==> src/rtl/snn_result_classifier.sv <==
// rtl/snn_result_classifier.sv - argmax / runner-up / total classifier over the SNN output spike-count RAM
//
// Purpose:
//   After a start pulse, reads NUM_OUTPUTS spike counts from the core's count RAM
//   (1-cycle read latency). It then publishes these results:
//   - the winning index (lowest index wins on equal counts)
//   - the winner count
//   - the runner-up count
//   - a saturating total
//   - tie and no-spike flags
//   It also raises a one-cycle valid pulse and a sticky irq.
//
// Ports:
//   S_AXI_ACLK     in   clock, rising edge
//   S_AXI_ARESETN  in   asynchronous active-low reset
//   start          in   begin a scan (only honoured in IDLE)
//   clear          in   synchronous abort; zeroes results, valid and irq
//   irq_clr        in   clears the sticky irq
//   mem_rd_en      out  count RAM read strobe
//   mem_addr       out  count RAM read address
//   mem_dout       in   count RAM read data, valid the cycle after mem_rd_en
//   busy           out  scan in progress (SCAN and DRAIN)
//   valid          out  one-cycle pulse when results update
//   winner_idx     out  index of the largest count
//   winner_count   out  largest count
//   second_count   out  largest count among the other indices
//   total_count    out  saturating sum of all counts
//   tie            out  another index holds the winner count
//   no_spikes      out  every count was zero
//   irq            out  sticky, set together with valid
module snn_result_classifier #(
  parameter int NUM_OUTPUTS = 10,
  parameter int ADDR_BITS   = 4,
  parameter int COUNT_WIDTH = 32
) (
  input  logic                   S_AXI_ACLK,
  input  logic                   S_AXI_ARESETN,
  input  logic                   start,
  input  logic                   clear,
  input  logic                   irq_clr,
  output logic                   mem_rd_en,
  output logic [ADDR_BITS-1:0]   mem_addr,
  input  logic [COUNT_WIDTH-1:0] mem_dout,
  output logic                   busy,
  output logic                   valid,
  output logic [ADDR_BITS-1:0]   winner_idx,
  output logic [COUNT_WIDTH-1:0] winner_count,
  output logic [COUNT_WIDTH-1:0] second_count,
  output logic [COUNT_WIDTH-1:0] total_count,
  output logic                   tie,
  output logic                   no_spikes,
  output logic                   irq
);

  typedef enum logic [1:0] {
    ST_IDLE,
    ST_SCAN,
    ST_DRAIN,
    ST_DONE
  } state_t;

  localparam logic [ADDR_BITS-1:0] LAST_ADDR = ADDR_BITS'(NUM_OUTPUTS - 1);

  state_t r_state;
  state_t w_state_nxt;

  // Read issue registers.
  logic                   r_mem_rd_en;
  logic [ADDR_BITS-1:0]   r_mem_addr;

  // One-cycle delayed copy of the read strobe/address; qualifies mem_dout.
  logic                   r_smp_vld;
  logic [ADDR_BITS-1:0]   r_smp_idx;

  // Running accumulators.
  logic [COUNT_WIDTH-1:0] r_acc_max;
  logic [COUNT_WIDTH-1:0] r_acc_second;
  logic [COUNT_WIDTH-1:0] r_acc_sum;
  logic [ADDR_BITS-1:0]   r_acc_idx;
  logic                   r_acc_tie;

  // Published results.
  logic [ADDR_BITS-1:0]   r_winner_idx;
  logic [COUNT_WIDTH-1:0] r_winner_count;
  logic [COUNT_WIDTH-1:0] r_second_count;
  logic [COUNT_WIDTH-1:0] r_total_count;
  logic                   r_tie;
  logic                   r_no_spikes;
  logic                   r_irq;

  // Next accumulator values including the sample currently on mem_dout.
  logic [COUNT_WIDTH-1:0] w_max_nxt;
  logic [COUNT_WIDTH-1:0] w_second_nxt;
  logic [COUNT_WIDTH-1:0] w_sum_nxt;
  logic [ADDR_BITS-1:0]   w_idx_nxt;
  logic                   w_tie_nxt;
  logic [COUNT_WIDTH:0]   w_sum_ext;
  logic [COUNT_WIDTH-1:0] w_sum_sat;
  logic                   w_first;

  // ---------------------------------------------------------------- FSM
  always_ff @(posedge S_AXI_ACLK or negedge S_AXI_ARESETN) begin
    if (!S_AXI_ARESETN) begin
      r_state <= ST_IDLE;
    end else begin
      r_state <= w_state_nxt;
    end
  end

  always_comb begin
    w_state_nxt = r_state;
    busy        = 1'b0;
    valid       = 1'b0;
    case (r_state)
      ST_IDLE: begin
        if (start) w_state_nxt = ST_SCAN;
      end
      ST_SCAN: begin
        busy = 1'b1;
        if (r_mem_addr == LAST_ADDR) w_state_nxt = ST_DRAIN;
      end
      ST_DRAIN: begin
        busy        = 1'b1;
        w_state_nxt = ST_DONE;
      end
      ST_DONE: begin
        valid       = 1'b1;
        w_state_nxt = ST_IDLE;
      end
      default: w_state_nxt = ST_IDLE;
    endcase
    if (clear) w_state_nxt = ST_IDLE;
  end

  // ---------------------------------------------------------- compare
  assign w_sum_ext = {1'b0, r_acc_sum} + {1'b0, mem_dout};
  assign w_sum_sat = w_sum_ext[COUNT_WIDTH] ? {COUNT_WIDTH{1'b1}} : w_sum_ext[COUNT_WIDTH-1:0];
  // Index 0 seeds the accumulators so a lone zero count does not look like a tie.
  assign w_first   = (r_smp_idx == '0);

  always_comb begin
    w_max_nxt    = r_acc_max;
    w_second_nxt = r_acc_second;
    w_sum_nxt    = r_acc_sum;
    w_idx_nxt    = r_acc_idx;
    w_tie_nxt    = r_acc_tie;
    if (r_smp_vld) begin
      if (w_first) begin
        w_max_nxt    = mem_dout;
        w_second_nxt = '0;
        w_idx_nxt    = '0;
        w_tie_nxt    = 1'b0;
      end else if (mem_dout > r_acc_max) begin
        w_second_nxt = r_acc_max;
        w_max_nxt    = mem_dout;
        w_idx_nxt    = r_smp_idx;
        w_tie_nxt    = 1'b0;
      end else if (mem_dout == r_acc_max) begin
        w_tie_nxt    = 1'b1;
        w_second_nxt = mem_dout;
      end else if (mem_dout > r_acc_second) begin
        w_second_nxt = mem_dout;
      end
      w_sum_nxt = w_sum_sat;
    end
  end

  // ---------------------------------------------------------- datapath
  always_ff @(posedge S_AXI_ACLK or negedge S_AXI_ARESETN) begin
    if (!S_AXI_ARESETN) begin
      r_mem_rd_en    <= 1'b0;
      r_mem_addr     <= '0;
      r_smp_vld      <= 1'b0;
      r_smp_idx      <= '0;
      r_acc_max      <= '0;
      r_acc_second   <= '0;
      r_acc_sum      <= '0;
      r_acc_idx      <= '0;
      r_acc_tie      <= 1'b0;
      r_winner_idx   <= '0;
      r_winner_count <= '0;
      r_second_count <= '0;
      r_total_count  <= '0;
      r_tie          <= 1'b0;
      r_no_spikes    <= 1'b0;
      r_irq          <= 1'b0;
    end else if (clear) begin
      r_mem_rd_en    <= 1'b0;
      r_mem_addr     <= '0;
      r_smp_vld      <= 1'b0;
      r_smp_idx      <= '0;
      r_acc_max      <= '0;
      r_acc_second   <= '0;
      r_acc_sum      <= '0;
      r_acc_idx      <= '0;
      r_acc_tie      <= 1'b0;
      r_winner_idx   <= '0;
      r_winner_count <= '0;
      r_second_count <= '0;
      r_total_count  <= '0;
      r_tie          <= 1'b0;
      r_no_spikes    <= 1'b0;
      r_irq          <= 1'b0;
    end else begin
      r_smp_vld <= r_mem_rd_en;
      r_smp_idx <= r_mem_addr;

      if (r_state == ST_IDLE) begin
        r_acc_max    <= '0;
        r_acc_second <= '0;
        r_acc_sum    <= '0;
        r_acc_idx    <= '0;
        r_acc_tie    <= 1'b0;
      end else begin
        r_acc_max    <= w_max_nxt;
        r_acc_second <= w_second_nxt;
        r_acc_sum    <= w_sum_nxt;
        r_acc_idx    <= w_idx_nxt;
        r_acc_tie    <= w_tie_nxt;
      end

      if (irq_clr) r_irq <= 1'b0;

      case (r_state)
        ST_IDLE: begin
          if (start) begin
            r_mem_rd_en <= 1'b1;
            r_mem_addr  <= '0;
          end
        end
        ST_SCAN: begin
          if (r_mem_addr == LAST_ADDR) begin
            r_mem_rd_en <= 1'b0;
            r_mem_addr  <= '0;
          end else begin
            r_mem_addr  <= r_mem_addr + 1'b1;
          end
        end
        ST_DRAIN: begin
          // Results are loaded from the next-values so they are visible
          // in the same cycle that valid is high (the DONE state).
          r_winner_idx   <= w_idx_nxt;
          r_winner_count <= w_max_nxt;
          r_second_count <= w_second_nxt;
          r_total_count  <= w_sum_nxt;
          r_tie          <= w_tie_nxt;
          r_no_spikes    <= (w_max_nxt == '0);
          r_irq          <= 1'b1;
        end
        ST_DONE: begin
          // Set wins over an irq_clr that lands in the valid cycle.
          r_irq <= 1'b1;
        end
        default: begin
        end
      endcase
    end
  end

  assign mem_rd_en    = r_mem_rd_en;
  assign mem_addr     = r_mem_addr;
  assign winner_idx   = r_winner_idx;
  assign winner_count = r_winner_count;
  assign second_count = r_second_count;
  assign total_count  = r_total_count;
  assign tie          = r_tie;
  assign no_spikes    = r_no_spikes;
  assign irq          = r_irq;

endmodule

==> config.mk <==
export PLATFORM = sky130hd
export DESIGN_NAME = snn_result_classifier
export DESIGN_NICKNAME = d
export VERILOG_FILES = /design/src/rtl/snn_result_classifier.sv
export SDC_FILE = /design/constraint.sdc
export NUM_CORES = 1
export LEC_CHECK = 0
export ABC_AREA = 1
export BUFFER_PORTS_ARGS = -buffer_cell sky130_fd_sc_hd__buf_2
export CAP_MARGIN = 20
export CORE_ASPECT_RATIO = 1.2
export CORE_MARGIN = 2
export CORE_UTILIZATION = 50
export CTS_CLUSTER_DIAMETER = 100
export DETAILED_ROUTE_END_ITERATION = 8
export PLACE_DENSITY = 0.7
export SYNTH_ARGS = -nofsm -noshare
export SYNTH_HDL_FRONTEND = slang
export SYNTH_SLANG_ARGS = --single-unit
==> constraint.sdc <==
create_clock -name S_AXI_ACLK -period 2.9 [get_ports S_AXI_ACLK]
set_clock_uncertainty 0.1 [all_clocks]
set_input_delay 0.145 -clock S_AXI_ACLK [delete_from_list [all_inputs] [get_ports S_AXI_ACLK]]
set_output_delay 0.145 -clock S_AXI_ACLK [all_outputs]
set_load 0.005 [all_outputs]
Word-level counts from Yosys, hierarchy flattened
Cells that the tools add are included.

Add/subtract/negate cells: 2. Muxes and demuxes: 58. Magnitude comparators: 2. Equality and inequality tests: 7. Reduce and logical (&&, ||, !) cells: 11.

Operators by type and width (count): $mux W32 (22); $gt A32 B32 Y1 (2); $mux W4 (11); $add A32 B32 Y33 (1); $eq A32 B32 Y1 (1); $logic_not A32 Y1 (1); $mux W1 (19); $pmux W2 S4 (1); $pmux W4 S2 (1); $mux W2 (3); $ne A3 B3 Y1 const B (2); $reduce_bool A3 Y1 (2); $add A4 B1 Y4 const B (1); $eq A2 B2 Y1 const B (2); $eq A4 B4 Y1 const B (1); $logic_not A4 Y1 (1); $reduce_and A2 Y1 (2); $reduce_or A2 Y1 (2); $reduce_and A3 Y1 (1); $eq A2 B1 Y1 const B (1); $logic_not A2 Y1 (1); $pmux W1 S2 (1); $reduce_bool A2 Y1 (1).

Bits in registers: 216. Output and inout bits: 110. Logic and storage cells: 97. Input bits: 37.

Depth between registers and ports, before layout
Depth after elaboration: 8. Gate-level depth with buffers: 25. Mapped depth without buffers: 24.

Worst setup path after synthesis
Ideal clock, no wire load.

Path kind: register -> register. Start: reg r_acc_sum[0]. End: reg r_total_count[18], in the netlist total_count[18]. Stages on the path, launching flop included: 15. Library setup time: 0.118 ns. Data required time: 2.682 ns. Path slack: 0.461 ns. Arrival time: 2.221 ns. Cell sequence: dfrtp_1 > ha_1 > inv_1 > fa_1 > o21ai_2 > a21boi_1 > o21ai_0 > nand2_1 > nand2_1 > nand2_1 > nand2_1 > xor2_1 > or2_2 > nand3_1 > nand2_1.

Word-level cells in the longest chain between the ends: 5.

Ends and longest elaborated chain: start: declaration (RTL line 78) `logic [COUNT_WIDTH-1:0] r_acc_sum;`; start signal: assignment (RTL line 217) `r_acc_sum <= w_sum_nxt;`; $add A32 B32 Y33 (RTL line 136) `assign w_sum_ext = {1'b0, r_acc_sum} + {1'b0, mem_dout};`; $mux W32 (RTL line 137) `assign w_sum_sat = w_sum_ext[COUNT_WIDTH] ? {COUNT_WIDTH{1'b1}} : w_sum_ext[COUNT_WIDTH-1:0];`; $mux W32 (RTL line 147) `if (r_smp_vld) begin`; $mux W32 (RTL line 224) `case (r_state)`; $mux W32 (RTL line 187) `end else if (clear) begin`; end signal: assignment (RTL line 245) `r_total_count <= w_sum_nxt;`; end: declaration (RTL line 86) `logic [COUNT_WIDTH-1:0] r_total_count;`.

Every way passes these cells. The select of a mux whose other input is x is not followed. A chain may end at the register's enable or synchronous reset.

Worst setup path after layout
Start: reg r_acc_second[31]. End: reg r_second_count[30], in the netlist second_count[30].

Word-level cells in the longest chain between the ends: 8.

Ends and longest elaborated chain: start: declaration (RTL line 77) `logic [COUNT_WIDTH-1:0] r_acc_second;`; start signal: assignment (RTL line 216) `r_acc_second <= w_second_nxt;`; $gt A32 B32 Y1 (RTL line 161) `end else if (mem_dout > r_acc_second) begin`; $mux W32 (RTL line 161); $mux W32 (RTL line 158) `end else if (mem_dout == r_acc_max) begin`; $mux W32 (RTL line 153) `end else if (mem_dout > r_acc_max) begin`; $mux W32 (RTL line 148) `if (w_first) begin`; $mux W32 (RTL line 147); $mux W32 (RTL line 224); $mux W32 (RTL line 187); end signal: assignment (RTL line 244) `r_second_count <= w_second_nxt;`; end: declaration (RTL line 85) `logic [COUNT_WIDTH-1:0] r_second_count;`.

Every way passes these cells. The select of a mux whose other input is x is not followed.

==> impl_metrics.yaml <==
placement:
  place_inst: 2173
  placed_area_sq_um: 14260
  dp_hpwl_microns: 27340
  gp_congestion: 0.9527
  io_buffers: 146
critical_path:
  crit_fanout: 8
  critPathBufInv: 2
  ff2ff_path_depth: 15
  critPathKind: "reg2reg"
  worstSetupEndpointType: "flip-flop"
  crit_chain: "inv_2, ha_4, nand4_1, or3_4, nor4_4, nand4_1, nand2_4, nand2_8, buf_8, nand2_1, nand3_1, nand3_2, nand2_2, nand2_1, nand2_1"
  cp_common_cell: "nand2_1"
  path_depth: 15
  slowest_stage: "dfrtp_1"
  slowest_delay_ns: 0.41
  critPathRequiredTime_ns: 3.19
  setup.worst_path.start_class: "flip-flop"
  crit_arrival_ns: 3.13
  crit_family: "simple AND/OR/NAND/NOR gates"
timing:
  timing.fmax_ghz: 0.3528
  min_period_ns: 2.835
  hold_viol: 0
  finalSetupViolCount: 0
  slew_headroom_pct: 52.77
  rsz0062_at_grt: "true"
  fin_crit_sh_pct: 97.75
  finalMaxSlewViolations: 0
  tightest_slew_ns: 0.7084
  setup_tns_ns: 0
global_routing:
  grt_pass1_wl_microns: 60830
  first_global_vias: 11960
  grt_max_degree: 103
  grt_overflow: 0
  grt_usage_pct: 28.06
  antenna_found_initial: 1
finish:
  stdcell_count: 2228
  fillers: 2337
  fin_area_sq_um: 15640
  antenna_cells: 0
  syn_to_final_growth_pct: 20.84
  fin_util_pct: 61.43
  regArea_sq_um: 5405
  layout-drive-gt1-share_pct: 19.44
  multi_input_area_sq_um: 7102
  nets: 2025
clocking:
  cts_buffers: 23
  clock_sinks: 216
  clock_latency_ns: 0.51
  tritoncts: "done"
  cts.htree.levels: 1
  cts.reportedPaths.clkPinSlew_ns: 0.07
  clockRootBuffer: "clkbuf_16"
  cts_buffer_depth: 3
synth:
  synth_compound_area_share_pct: 10.36
  yosysSeqAreaShare_pct: 41.76
  syn_area_per_cell_sq_um: 7.548
  synthXorXnorAreaFrac_pct: 1.827
  synth.area.mux_share_pct: 0
  syn_nets: 1855
  synth-edff-count: 0
  syn-cell-area_sq_um: 12940
  ys_types: 45
  synth_seq_cells: 216
  async_flop_share_pct: 100.0
  synth_top_family_by_area: "simple AND/OR/NAND/NOR gates"
  synthSimpleGateAreaFrac_pct: 29.26
  synthFlopType: "dfrtp_1"
  synthAdderAreaFrac_pct: 10.01
  synthCells: 1715
  yosysWarnings: 0
routing:
  wl_per_cell_microns: 17.48
  routed_via_density: 5.540
  num_vias: 12340
  dr.first_iter.drc_count: 796
  drc: 0
  routed_wl_microns: 38960
  drt_pass1_iterations: 5
  ant_nets: 0
power_and_ir_drop:
  p_per_area_nw_per_um2: 648.5
  total_power_uw: 10140
  p_leak_uw: 0.008136
  ir_worst_vdd_mv: 0.7286
die:
  initial_utilization_pct: 50.84
  num_rows: 64
  core_sq_um: 25460
  dieArea_sq_um: 27200
  fp.dieW_microns: 150.9
  dieHeight_microns: 180.3
  num_io_pins: 147
status:
  status: "finished, final reports clean"
min_path:
  holdPathStages: 5
  worst_hold_path_type: "in2reg"
run:
  drv_cap: 0
## area by class of cell
cell class,instances,share of cell area [%]
timing repair buffer,215,9.247
tap,330,2.640
inverter,152,3.647
multi-input combinational,1277,45.40
clock inverter,7,0.3839
clock buffer,31,4.127
sequential,216,34.55
## power by group
part / total [uW] / switching, uW / internal [uW]
clock network: 2840 / 1210 / 1640
registers: 3590 / 210 / 3380
logic: 3710 / 2410 / 1300
## stage by stage
| stage | worst slack (ns) | hold WS (ns) |
|---|---|---|
| 3_5_place_dp | -0.01500 | 0.1295 |
| 5_1_grt | -0.1229 | 0.02067 |
| 3_3_place_gp | 0.04342 | 0.1192 |
| 6_report | 0.06523 | 0.005184 |
| 2_1_floorplan | 0.4612 | -0.2506 |
| 4_1_cts | 0.04828 | 0.002557 |
## cells by family (layout without fill, tap and decap cells)
group / after synthesis / in the layout
buffers and inverters: 222 / 405
xor gates and xnor gates: 27 / 27
AOI/OAI and AO/OA: 246 / 246
DFF: 216 / 216
adders and majority gates: 103 / 103
and+or+nand+nor: 901 / 901
## worst min-delay path, stage by stage
cell and delay, ns:
buf_2 0.15, nand2_1 0.09, nand3_2 0.06, nand3_2 0.08, a21oi_1 0.05
## per-layer routing
layer,track usage (%),part of all wire (%),vias up
met5,0,0.028,-
met4,10.47,3.8,2
met3,5.139,7.3,109
met2,46.96,49,458
met1,36.07,40,5877
li1,-,-,5897
## layout by cell type (no fill, tap or decap), types with 6 or more instances in the layout
cell type        n
buf_12           7
nor3_1           6
dfrtp_1        216
o22ai_1          6
buf_4           46
o21ai_0        102
nand3b_1        18
nand2_2         21
nor4_1           6
a21o_1           6
xor2_1          13
inv_1          147
clkinv_2         6
buf_2          145
nand2_1        526
or2_2           27
clkbuf_16       25
xnor2_1         14
ha_1            97
a31oi_1          6
nor2_1         141
nand2_4          6
nand3_2         48
a21oi_1         94
dlygate4sd3_1    9
nand4_1          8
o211ai_1         6
nand3_1         82
## repair_timing
item / 4_1_cts / 5_1_grt
pin swaps: 0 / 29
hold buffers: 9 / 0
setup buffers: 0 / 4
resized for setup: 1 / 102
endpoints found under the setup margin: 14 / 93
cloned: 0 / 3
hold endpoints to repair: 101 / 0
## Yosys cell counts (2+ instances only)
| cell type | n | area [sq um] |
|---|---|---|
| nor4_1 | 6 | 37.54 |
| xnor2_1 | 14 | 122.6 |
| o211ai_1 | 6 | 45.04 |
| a31oi_1 | 7 | 43.79 |
| inv_2 | 2 | 7.510 |
| clkbuf_1 | 52 | 195.2 |
| nand4_1 | 8 | 50.05 |
| nand2_1 | 549 | 2061 |
| a21o_1 | 6 | 45.04 |
| nand2_2 | 3 | 18.77 |
| nor3_1 | 6 | 30.03 |
| a221oi_1 | 2 | 17.52 |
| or2_2 | 27 | 168.9 |
| buf_2 | 6 | 30.03 |
| o21ai_0 | 104 | 520.5 |
| dfrtp_1 | 216 | 5405 |
| nand3b_1 | 18 | 135.1 |
| nor2_2 | 2 | 12.51 |
| ha_1 | 102 | 1276 |
| o21a_1 | 4 | 30.03 |
| nand2_4 | 3 | 33.78 |
| o21bai_1 | 4 | 30.03 |
| o22ai_1 | 6 | 37.54 |
| buf_4 | 4 | 30.03 |
| nor2_1 | 144 | 540.5 |
| xor2_1 | 13 | 113.9 |
| buf_1 | 5 | 18.77 |
| a211o_1 | 2 | 17.52 |
| nand3_2 | 2 | 20.02 |
| inv_1 | 150 | 563.0 |
| o21ai_1 | 2 | 10.01 |
| buf_6 | 3 | 33.78 |
| nand3_1 | 128 | 640.6 |
| a21oi_1 | 98 | 490.5 |
## sequential cells by signal, indices dropped and copies added, names as in the netlist, 2 cells and up
register and flops:
r_acc_max 32, r_acc_second 32, r_acc_sum 32, second_count 32
total_count 32, winner_count 32, mem_addr 4, r_acc_idx 4
r_smp_idx 4, winner_idx 4, r_state 2
## path summary, 6_finish.rpt
| path | startpoint | end | slack (ns) |
|---|---|---|---|
| max reg2reg | r_acc_second[31]$_DFF_PN0_ | second_count[30]$_DFFE_PN0P_ | 0.07 |
| max | r_acc_second[31]$_DFF_PN0_ | second_count[30]$_DFFE_PN0P_ | 0.07 |
| min | mem_dout[13] | r_acc_second[13]$_DFF_PN0_ | 0.005 |
| min in group asynchronous | S_AXI_ARESETN | total_count[8]$_DFFE_PN0P_ | 0.16 |
| min reg2reg | second_count[16]$_DFFE_PN0P_ | second_count[16]$_DFFE_PN0P_ | 0.37 |
| max in group asynchronous | S_AXI_ARESETN | second_count[19]$_DFFE_PN0P_ | 1.66 |
No activity file was read; power rests on OpenSTA's default activity.
